===== config.mk =====
export PLATFORM = sky130hd
export DESIGN_NAME = fetch_unit_flat
export DESIGN_NICKNAME = d
export VERILOG_FILES = /design/src/rtl/fetch_unit_pkg.sv /design/src/rtl/fetch_unit_if.sv /design/src/rtl/fetch_unit_buf.sv /design/src/rtl/fetch_unit.sv /design/src/flat_wrapper.sv
export SDC_FILE = /design/constraint.sdc
export NUM_CORES = 1
export LEC_CHECK = 0
export ABC_AREA = 1
export CAP_MARGIN = 15
export CORE_MARGIN = 5
export CORE_UTILIZATION = 47
export DETAILED_ROUTE_END_ITERATION = 12
export PLACE_DENSITY = 0.74
export SETUP_SLACK_MARGIN = 0.3
export SYNTH_ARGS = -nofsm -noshare
export SYNTH_HDL_FRONTEND = slang
export SYNTH_HIERARCHICAL = 1
export SYNTH_SLANG_ARGS = --single-unit
export TNS_END_PERCENT = 20

===== constraint.sdc =====
create_clock -name clk -period 2.45 [get_ports clk]
set_input_delay 0.3675 -clock clk [delete_from_list [all_inputs] [get_ports clk]]
set_output_delay 0.3675 -clock clk [all_outputs]
set_load 0.02 [all_outputs]

===== src/rtl/fetch_unit_pkg.sv =====
// Shared CPU constants: instruction ROM geometry and fetch reset address.
// The instruction ROM and the fetch unit both take their defaults from here.
package fetch_unit_pkg;

    localparam int CPU_ADDR_W   = 10;
    localparam int CPU_INSTR_W  = 32;
    localparam int CPU_RESET_PC = 0;

    localparam int BUF_DEPTH    = 2;

    typedef logic [1:0] buf_count_t;

endpackage


===== src/rtl/fetch_unit_if.sv =====
// Fetch unit bus: dual-port ROM read side, decode-facing pair handshake, redirect.
// The fetch unit is the master; ROM, decode and branch logic together form the slave.
interface fetch_unit_if import fetch_unit_pkg::*; #(
    parameter int ADDR_W  = CPU_ADDR_W,
    parameter int INSTR_W = CPU_INSTR_W
);

    logic [ADDR_W-1:0]  rom_addr1;
    logic [ADDR_W-1:0]  rom_addr2;
    logic [INSTR_W-1:0] rom_instr1;
    logic [INSTR_W-1:0] rom_instr2;

    logic               out_valid;
    logic               out_ready;
    logic [ADDR_W-1:0]  out_pc;
    logic [INSTR_W-1:0] out_instr1;
    logic [INSTR_W-1:0] out_instr2;

    logic               redirect_valid;
    logic [ADDR_W-1:0]  redirect_pc;

    modport master (
        output rom_addr1, rom_addr2,
        input  rom_instr1, rom_instr2,
        output out_valid, out_pc, out_instr1, out_instr2,
        input  out_ready,
        input  redirect_valid, redirect_pc
    );

    modport slave (
        input  rom_addr1, rom_addr2,
        output rom_instr1, rom_instr2,
        input  out_valid, out_pc, out_instr1, out_instr2,
        output out_ready,
        output redirect_valid, redirect_pc
    );

endinterface


===== src/rtl/fetch_unit_buf.sv =====
// Two-entry FIFO holding fetched {pc, instr1, instr2} pairs.
// Flush takes priority over push and pop in the same cycle.
module fetch_buf import fetch_unit_pkg::*; #(
    parameter int DATA_W = 8
) (
    input  logic              clk,
    input  logic              rst_n,
    input  logic              push,
    input  logic              pop,
    input  logic              flush,
    input  logic [DATA_W-1:0] tail_data,
    output logic [DATA_W-1:0] head_data,
    output buf_count_t        count
);

    logic [DATA_W-1:0] mem_q [BUF_DEPTH];
    logic [DATA_W-1:0] mem_d [BUF_DEPTH];
    logic              rd_ptr_q, rd_ptr_d;
    logic              wr_ptr_q, wr_ptr_d;
    buf_count_t        count_q, count_d;
    logic              do_push, do_pop;

    always_comb begin
        do_pop   = pop && (count_q != '0);
        do_push  = push && ((count_q != buf_count_t'(BUF_DEPTH)) || do_pop);
        mem_d    = mem_q;
        rd_ptr_d = rd_ptr_q;
        wr_ptr_d = wr_ptr_q;
        count_d  = count_q;
        if (flush) begin
            rd_ptr_d = 1'b0;
            wr_ptr_d = 1'b0;
            count_d  = '0;
        end else begin
            if (do_push) begin
                mem_d[wr_ptr_q] = tail_data;
                wr_ptr_d        = ~wr_ptr_q;
            end
            if (do_pop) begin
                rd_ptr_d = ~rd_ptr_q;
            end
            count_d = count_q + buf_count_t'(do_push) - buf_count_t'(do_pop);
        end
    end

    always_ff @(posedge clk or negedge rst_n) begin
        if (!rst_n) begin
            mem_q    <= '{default: '0};
            rd_ptr_q <= 1'b0;
            wr_ptr_q <= 1'b0;
            count_q  <= '0;
        end else begin
            mem_q    <= mem_d;
            rd_ptr_q <= rd_ptr_d;
            wr_ptr_q <= wr_ptr_d;
            count_q  <= count_d;
        end
    end

    assign head_data = mem_q[rd_ptr_q];
    assign count     = count_q;

endmodule


===== src/rtl/fetch_unit.sv =====
// Instruction fetch: issues paired ROM reads (pc, pc+1) and streams them to decode
// through a two-entry buffer, with flush-and-restart on redirect.
module fetch_unit import fetch_unit_pkg::*; #(
    parameter int ADDR_W   = CPU_ADDR_W,
    parameter int INSTR_W  = CPU_INSTR_W,
    parameter int RESET_PC = CPU_RESET_PC
) (
    input  logic          clk,
    input  logic          rst_n,
    fetch_unit_if.master  bus
);

    localparam int ENTRY_W = ADDR_W + 2 * INSTR_W;

    logic [ADDR_W-1:0]  pc_q, pc_d;
    logic [ADDR_W-1:0]  inflight_pc_q, inflight_pc_d;
    logic               inflight_q, inflight_d;
    logic               pop, push, issue;
    logic [2:0]         occupancy;
    buf_count_t         count;
    logic [ENTRY_W-1:0] head;
    logic [ENTRY_W-1:0] tail;

    // Occupancy counts the slot already promised to the in-flight read, so the
    // buffer can never be asked to hold a third pair.
    always_comb begin
        pop           = bus.out_valid && bus.out_ready;
        occupancy     = 3'(count) + 3'(inflight_q) - 3'(pop);
        issue         = !bus.redirect_valid && (occupancy < 3'd2);
        push          = inflight_q && !bus.redirect_valid;
        tail          = {inflight_pc_q, bus.rom_instr1, bus.rom_instr2};
        pc_d          = pc_q;
        inflight_d    = issue;
        inflight_pc_d = inflight_pc_q;
        if (bus.redirect_valid) begin
            pc_d = bus.redirect_pc;
        end else if (issue) begin
            pc_d          = pc_q + ADDR_W'(2);
            inflight_pc_d = pc_q;
        end
    end

    always_ff @(posedge clk or negedge rst_n) begin
        if (!rst_n) begin
            pc_q          <= ADDR_W'(RESET_PC);
            inflight_q    <= 1'b0;
            inflight_pc_q <= '0;
        end else begin
            pc_q          <= pc_d;
            inflight_q    <= inflight_d;
            inflight_pc_q <= inflight_pc_d;
        end
    end

    fetch_buf #(
        .DATA_W (ENTRY_W)
    ) u_buf (
        .clk       (clk),
        .rst_n     (rst_n),
        .push      (push),
        .pop       (pop),
        .flush     (bus.redirect_valid),
        .tail_data (tail),
        .head_data (head),
        .count     (count)
    );

    assign bus.rom_addr1  = pc_q;
    assign bus.rom_addr2  = pc_q + ADDR_W'(1);
    assign bus.out_valid  = (count != '0);
    assign bus.out_pc     = head[ENTRY_W-1 -: ADDR_W];
    assign bus.out_instr1 = head[2*INSTR_W-1 -: INSTR_W];
    assign bus.out_instr2 = head[INSTR_W-1:0];

endmodule


===== src/flat_wrapper.sv =====
// flat-port wrapper written by rule: the top's interface ports become plain ports
module fetch_unit_flat import fetch_unit_pkg::*;
#(
    parameter int ADDR_W   = CPU_ADDR_W,
    parameter int INSTR_W  = CPU_INSTR_W,
    parameter int RESET_PC = CPU_RESET_PC
)
  (clk, rst_n, bus_rom_addr1, bus_rom_addr2, bus_rom_instr1, bus_rom_instr2, bus_out_valid, bus_out_pc, bus_out_instr1, bus_out_instr2, bus_out_ready, bus_redirect_valid, bus_redirect_pc);
  fetch_unit_if #(.ADDR_W(ADDR_W), .INSTR_W(INSTR_W)) bus_i ();
  input  logic clk;
  input  logic rst_n;
  output wire logic [$bits(bus_i.rom_addr1)-1:0] bus_rom_addr1;
  output wire logic [$bits(bus_i.rom_addr2)-1:0] bus_rom_addr2;
  input wire logic [$bits(bus_i.rom_instr1)-1:0] bus_rom_instr1;
  input wire logic [$bits(bus_i.rom_instr2)-1:0] bus_rom_instr2;
  output wire logic [$bits(bus_i.out_valid)-1:0] bus_out_valid;
  output wire logic [$bits(bus_i.out_pc)-1:0] bus_out_pc;
  output wire logic [$bits(bus_i.out_instr1)-1:0] bus_out_instr1;
  output wire logic [$bits(bus_i.out_instr2)-1:0] bus_out_instr2;
  input wire logic [$bits(bus_i.out_ready)-1:0] bus_out_ready;
  input wire logic [$bits(bus_i.redirect_valid)-1:0] bus_redirect_valid;
  input wire logic [$bits(bus_i.redirect_pc)-1:0] bus_redirect_pc;
  assign bus_rom_addr1 = bus_i.rom_addr1;
  assign bus_rom_addr2 = bus_i.rom_addr2;
  assign bus_i.rom_instr1 = bus_rom_instr1;
  assign bus_i.rom_instr2 = bus_rom_instr2;
  assign bus_out_valid = bus_i.out_valid;
  assign bus_out_pc = bus_i.out_pc;
  assign bus_out_instr1 = bus_i.out_instr1;
  assign bus_out_instr2 = bus_i.out_instr2;
  assign bus_i.out_ready = bus_out_ready;
  assign bus_i.redirect_valid = bus_redirect_valid;
  assign bus_i.redirect_pc = bus_redirect_pc;
  fetch_unit #(.ADDR_W(ADDR_W), .INSTR_W(INSTR_W), .RESET_PC(RESET_PC)) u_core (.clk(clk), .rst_n(rst_n), .bus(bus_i));
endmodule

Yosys cells after proc, flatten, opt, wreduce, memory -nomap -nowiden. Index checks and enable logic that the tools add are counted.

Register bits: 173. Bits of input ports: 78. Output and inout bits: 95. Word-level logic and storage cells: 51.

$add $sub $neg: 6. Magnitude comparators: 4. Equality and inequality tests: 1. Mux-type cells: 13. Bitwise logic cells: 5. Reduce and logical (&&, ||, !) cells: 14.

Operators with widths (number): two-way mux 74 bit (4); bitwise mux 148 bit (1); demux 74 bit (select 1 bit) (1); two-way mux 10 bit (2); adder 10 x 1 -> 10 bit, second input constant (1); adder 10 x 2 -> 10 bit, second input constant (1); nonzero test 2 bit (4); logical AND 1 bit (6); >= comparator 2 bit, second input constant (2); two-way mux 1 bit (4); inverter 1 -> 2 bit (2); AND reduction 2 bit (2); adder 2 x 1 -> 3 bit (1); less-than comparator 3 x 2 -> 1 bit, second input constant (1); inverter 1 bit (3); subtractor 3 x 1 -> 3 bit (1); adder 2 x 1 -> 2 bit (1); less-than comparator 2 x 1 -> 1 bit, second input constant (1); two-way mux 2 bit (1); != test 2 bit, second input constant (1); subtractor 2 x 1 -> 2 bit (1); logical NOT 1 bit (1); logical OR 1 bit (1).

Depth between registers and ports, before layout. Gate-level depths: netlist of run 1.

Depth in word-level cells: 8. Gate-level depth with buffers: 11. Mapped depth without buffers: 11.

Hierarchy. Netlist of run 1, hierarchy kept.

Modules (own cells, without submodules): fetch_buf (times used 1, cells each 930, area an instance 7231.9 um2, seq. area each 3803.6 um2); fetch_unit (times used 1, cells each 176, area an instance 1287.5 um2, seq. area each 525.5 um2).

Worst setup path before layout of run 1. Ideal clock, no wire load.

Path type: reg2reg. From: register u_core.u_buf.count_q[1], in the netlist u_core/u_buf/count[1]. To: register u_core.inflight_pc_q[0]. Setup time: 0.120 ns. Arrival: 2.256 ns. Required time: 2.330 ns. Slack: 0.074 ns. Cell stages (with the launch flop): 9. Buffers on the path: 1. Clock period less this slack: 2.376 ns. Cells stage by stage: dfrtp_1 -> o21a_1 -> ha_1 -> or2_2 -> fa_1 -> nand3_4 -> buf_2 -> o21ai_1 -> nand2_1.

Longest elaborated chain between the ends: 6. Elaborated cells between the ends (all ways): 7. Classes of those cells: add/sub (2); order compare (1); reduce/logical (4).

RTL lines: from (decl) (RTL line fetch_unit_buf.sv:20) `buf_count_t count_q, count_d;`; from (signal assigned) (RTL line fetch_unit_buf.sv:56) `count_q <= count_d;`; nonzero test 2 bit (RTL line fetch_unit.sv:70) `assign bus.out_valid = (count != '0);`; logical AND 1 bit (RTL line fetch_unit.sv:27) `pop = bus.out_valid && bus.out_ready;`; net u_core.pop (RTL line fetch_unit.sv:18) `logic pop, push, issue;`; subtractor 3 x 1 -> 3 bit (RTL line fetch_unit.sv:28) `occupancy = 3'(count) + 3'(inflight_q) - 3'(pop);`; less-than comparator 3 x 2 -> 1 bit (RTL line fetch_unit.sv:29) `issue = !bus.redirect_valid && (occupancy < 3'd2);`; logical AND 1 bit (RTL line fetch_unit.sv:29); AND reduction 2 bit (no source line); to (signal assigned) (RTL line fetch_unit.sv:51) `inflight_pc_q <= inflight_pc_d;`; to (decl) (RTL line fetch_unit.sv:16) `logic [ADDR_W-1:0] inflight_pc_q, inflight_pc_d;`.

The timed path passes the listed nets, and every way through them passes these cells. A chain may end at the register's enable or synchronous reset.

Final worst setup path of run 1.
From: register u_core.u_buf.count_q[0], in the netlist u_core/u_buf/count[0]. To: register u_core.inflight_pc_q[8].

The elaborated chain is that of the path after synthesis.

==> flow_metrics.py, run 1 <==
metrics = {
    "floorplanning": {
        "dieArea_mm2": 0.0209,
        "initial_core_util_pct": 47.6,
        "core_area_mm2": 0.0179,
        "rows": 49,
        "ios": 173,
        "fp.dieH_um": 145,
        "die_x_um": 145,
    },
    "clock_tree": {
        "cts.htree.levels": 4,
        "cts.reportedPaths.clkPinSlew_ps": 60,
        "clk_path_buf_depth": 2,
        "cts_tree": "yes",
        "clkLatencyLatePin_ps": 420,
        "cts_buffers": 17,
        "clock-sinks": 173,
        "cts-root-buf": "clkbuf_16",
    },
    "cells_and_area": {
        "antennaDiodeCount": 0,
        "fin_nets": 1338,
        "final_layout_size_suffix_gt1_share_pct": 8.45,
        "instances_no_fill": 1495,
        "design_area_mm2": 0.0114,
        "area_delta_synth_final_pct": 34.2,
    },
    "sta": {
        "max_freq_mhz": 418,
        "maxSlewHeadroom_pct": 57.2,
        "worstMarginPinSlew_ps": 642,
        "skew_ps": 10.2,
        "hold_ws_ps": 468,
        "drv_slew": 0,
        "period_needed_ps": 2390,
        "grt_setup_unrepaired": "true",
        "hold_viol": 0,
        "setup_violations": 0,
        "period_share_pct": 97.6,
    },
    "global_routing": {
        "antenna_found_initial": 0,
        "grt_pass1_vias": 7883,
        "grt_first_pass_wirelength_um": 38800,
        "grt-ovfl-total": 0,
        "grt_max_degree": 76,
        "globalRouteTotalUtil_pct": 23.0,
    },
    "logic_synthesis": {
        "yosysSeqAreaShare_pct": 50.8,
        "synthesis.area_mm2": 0.00852,
        "syn_area_per_cell_um2": 7.70,
        "synthCells": 1106,
        "ys_seq_elements": 173,
        "yosysWarnings": 6,
        "synth_cell_types": 26,
        "synth_nets": 1190,
    },
    "place": {
        "place_inst": 1451,
        "dp_hpwl_um": 14600,
        "routabilityCongestion": 0.844,
        "io_buffers": 172,
        "placed_cell_area_mm2": 0.0105,
    },
    "setup_path": {
        "crit_path_max_fanout": 7,
        "path_common_cell": "nand2_1",
        "critical_path_class": "reg2reg",
        "critical_path_required_ps": 2810,
        "start_kind": "flop",
        "critPathTopFamily": "adder cells",
        "path_buf_inv": 1,
        "crit_slowest_cell": "fa_2",
        "worstPathArrival_ps": 2750,
        "cpPeakStageDelay_ps": 560,
        "path_cells": "o21a_1 -> ha_1 -> or2_4 -> fa_2 -> nand3_4 -> buf_6 -> nor2_4 -> nand2_1 -> nand2_1",
        "critPathCaptureType": "flop",
        "worst-r2r-setup-slack_ps": 60,
    },
    "detailed_routing": {
        "ant_nets": 0,
        "drt-total-wl_um": 24000,
        "top_layer": "met4",
        "wl_met2_um": 11800,
        "wl_met1_um": 10600,
        "via_count": 8091,
        "vias_per_cell": 5.41,
        "first_iter_violations": 632,
        "firstDrtPassIters": 5,
        "dr_wl_met3_um": 1310,
        "wl_per_cell_um": 16.1,
        "drc_errors": 0,
    },
    "pwr": {
        "peakVddDrop_v": 0.000693,
        "leakagePower_nw": 6.61,
        "power_density_mw_per_mm2": 1220,
    },
    "hold_path": {
        "hp-class": "reg2reg",
    },
    "run_status": {
        "status": "finished, final reports clean",
    },
    "flow_run": {
        "max-cap-violations": 0,
    },
}
-- cells by family after synthesis --
family | synth area share (%)
compound gates | 1.03
flops | 50.8
fa+ha+maj | 0.969
xor+xnor | 0.822
buf+inv | 6.52
simple gates | 39.8
-- cell usage in the layout (no fill, tap or decap), drive strengths merged --
cell	synthesis	final
dfrtp	173	173
dlygate4sd3	0	1
o21a	1	1
xor2	8	8
or2	1	1
nand3	25	26
nor3	1	1
nand4	148	148
ha	5	5
o21ai	15	15
dlygate4sd2	0	11
dlymetal6s2s	0	61
bufinv	0	3
inv	31	32
clkdlybuf4s15	0	6
a21oi	1	1
fa	1	1
nor2	10	13
buf	66	43
clkdlybuf4s50	0	90
clkbuf	21	27
nand2	599	599
-- tightest hold or removal path: stages (launching register included) --
cell	delay, ps
dfrtp_1	340
nand2_1	50
nand2_1	40
-- state kept, by name, summed over array words and instances, names as in the netlist --
signal and count:
u_core/u_buf/wr_ptr_q 1, u_core/u_buf/count 2, u_core/inflight_q 1, u_core/bus.rom_addr1 10, u_core/u_buf/mem_q 148, u_core/inflight_pc_q 10, u_core/u_buf/rd_ptr_q 1
-- metal layers --
layer,vias to the layer above,GRT usage (%)
met5,-,0
met4,0,6.28
met3,25,4.13
met2,226,37.2
met1,3942,32.2
li1,3898,-
-- cell type report --
class | instances | area [µm²]
Tap cell | 229 | 287
Clock buffer | 27 | 523
Multi-Input combinational cell | 819 | 3790
Fill cell | 1579 | 6470
Inverter | 31 | 119
Clock inverter | 4 | 98.8
Sequential cell | 173 | 4330
Timing Repair Buffer | 212 | 2280
-- cells in the mapped netlist --
master	number	area share [%]
a21oi_1	1	0.059
dfrtp_1	173	51
o21ai_1	9	0.53
buf_2	45	2.6
xor2_1	8	0.82
inv_2	3	0.13
inv_1	28	1.2
nand3_1	22	1.3
or2_2	1	0.073
nand2_2	1	0.073
ha_1	5	0.73
buf_8	1	0.18
fa_1	1	0.23
o21ai_0	6	0.35
buf_1	8	0.35
clkbuf_1	21	0.93
nand2_1	598	26
nor2_2	2	0.15
nand3_4	1	0.21
nor2_8	1	0.23
o21a_1	1	0.088
nand4_1	148	11
nor3_1	1	0.059
buf_4	12	1.1
nor2_1	7	0.31
nand3_2	2	0.23
-- what timing repair did --
action,CTS,global route
hold endpoints to repair,63,0
cloned,0,4
setup buffers,2,6
endpoints found under the setup margin,103,102
hold buffers,1,0
pin swaps,0,18
gates resized for setup,42,81
-- worst paths after layout --
check                                       start                 endpoint  depth (start not counted)
setup reg to reg            u_core/u_buf/count[0]  u_core/inflight_pc_q[8]                          9
min in group asynchronous                   rst_n   u_core/u_buf/mem_q[38]                          2
max in group asynchronous                   rst_n  u_core/u_buf/mem_q[138]                          3
hold reg to reg            u_core/u_buf/mem_q[35]   u_core/u_buf/mem_q[35]                          2
setup / recovery            u_core/u_buf/count[0]  u_core/inflight_pc_q[8]                          9
hold / removal             u_core/u_buf/mem_q[35]   u_core/u_buf/mem_q[35]                          2
-- metrics by stage --
step | utilization [%] | TNS (ps) | total power [mW] | worst slack [ps]
floorplan | - | 0 | 8.31 | 137
global placement | 58.5 | -3710 | 10.8 | -227
detailed placement | 58.5 | -4810 | 10.9 | -285
CTS | 62.1 | 0 | 13.7 | 19.8
global route | 63.8 | -203 | 14.9 | -36.7
finish | 63.8 | 0 | 13.9 | 59.1
-- power by group --
part | total, mW | internal (mW) | switching [mW]
registers | 4.79 | 4.05 | 0.742
logic | 6.31 | 2.59 | 3.72
clock network | 2.82 | 1.77 | 1.05
total | 13.9 | 8.41 | 5.51
Note: power is estimated with default switching activity, not from simulation.
==> inputs of run 2 (changes only) <==
--- a/config.mk
+++ b/config.mk
@@ -10,6 +10,7 @@
 export CORE_MARGIN = 5
 export CORE_UTILIZATION = 47
 export DETAILED_ROUTE_END_ITERATION = 12
+export HOLD_SLACK_MARGIN = 0.06
 export PLACE_DENSITY = 0.74
 export SETUP_SLACK_MARGIN = 0.3
 export SYNTH_ARGS = -nofsm -noshare
==> results of run 2 <==
Final layout, timing and power as in run 1 (identical DEF).
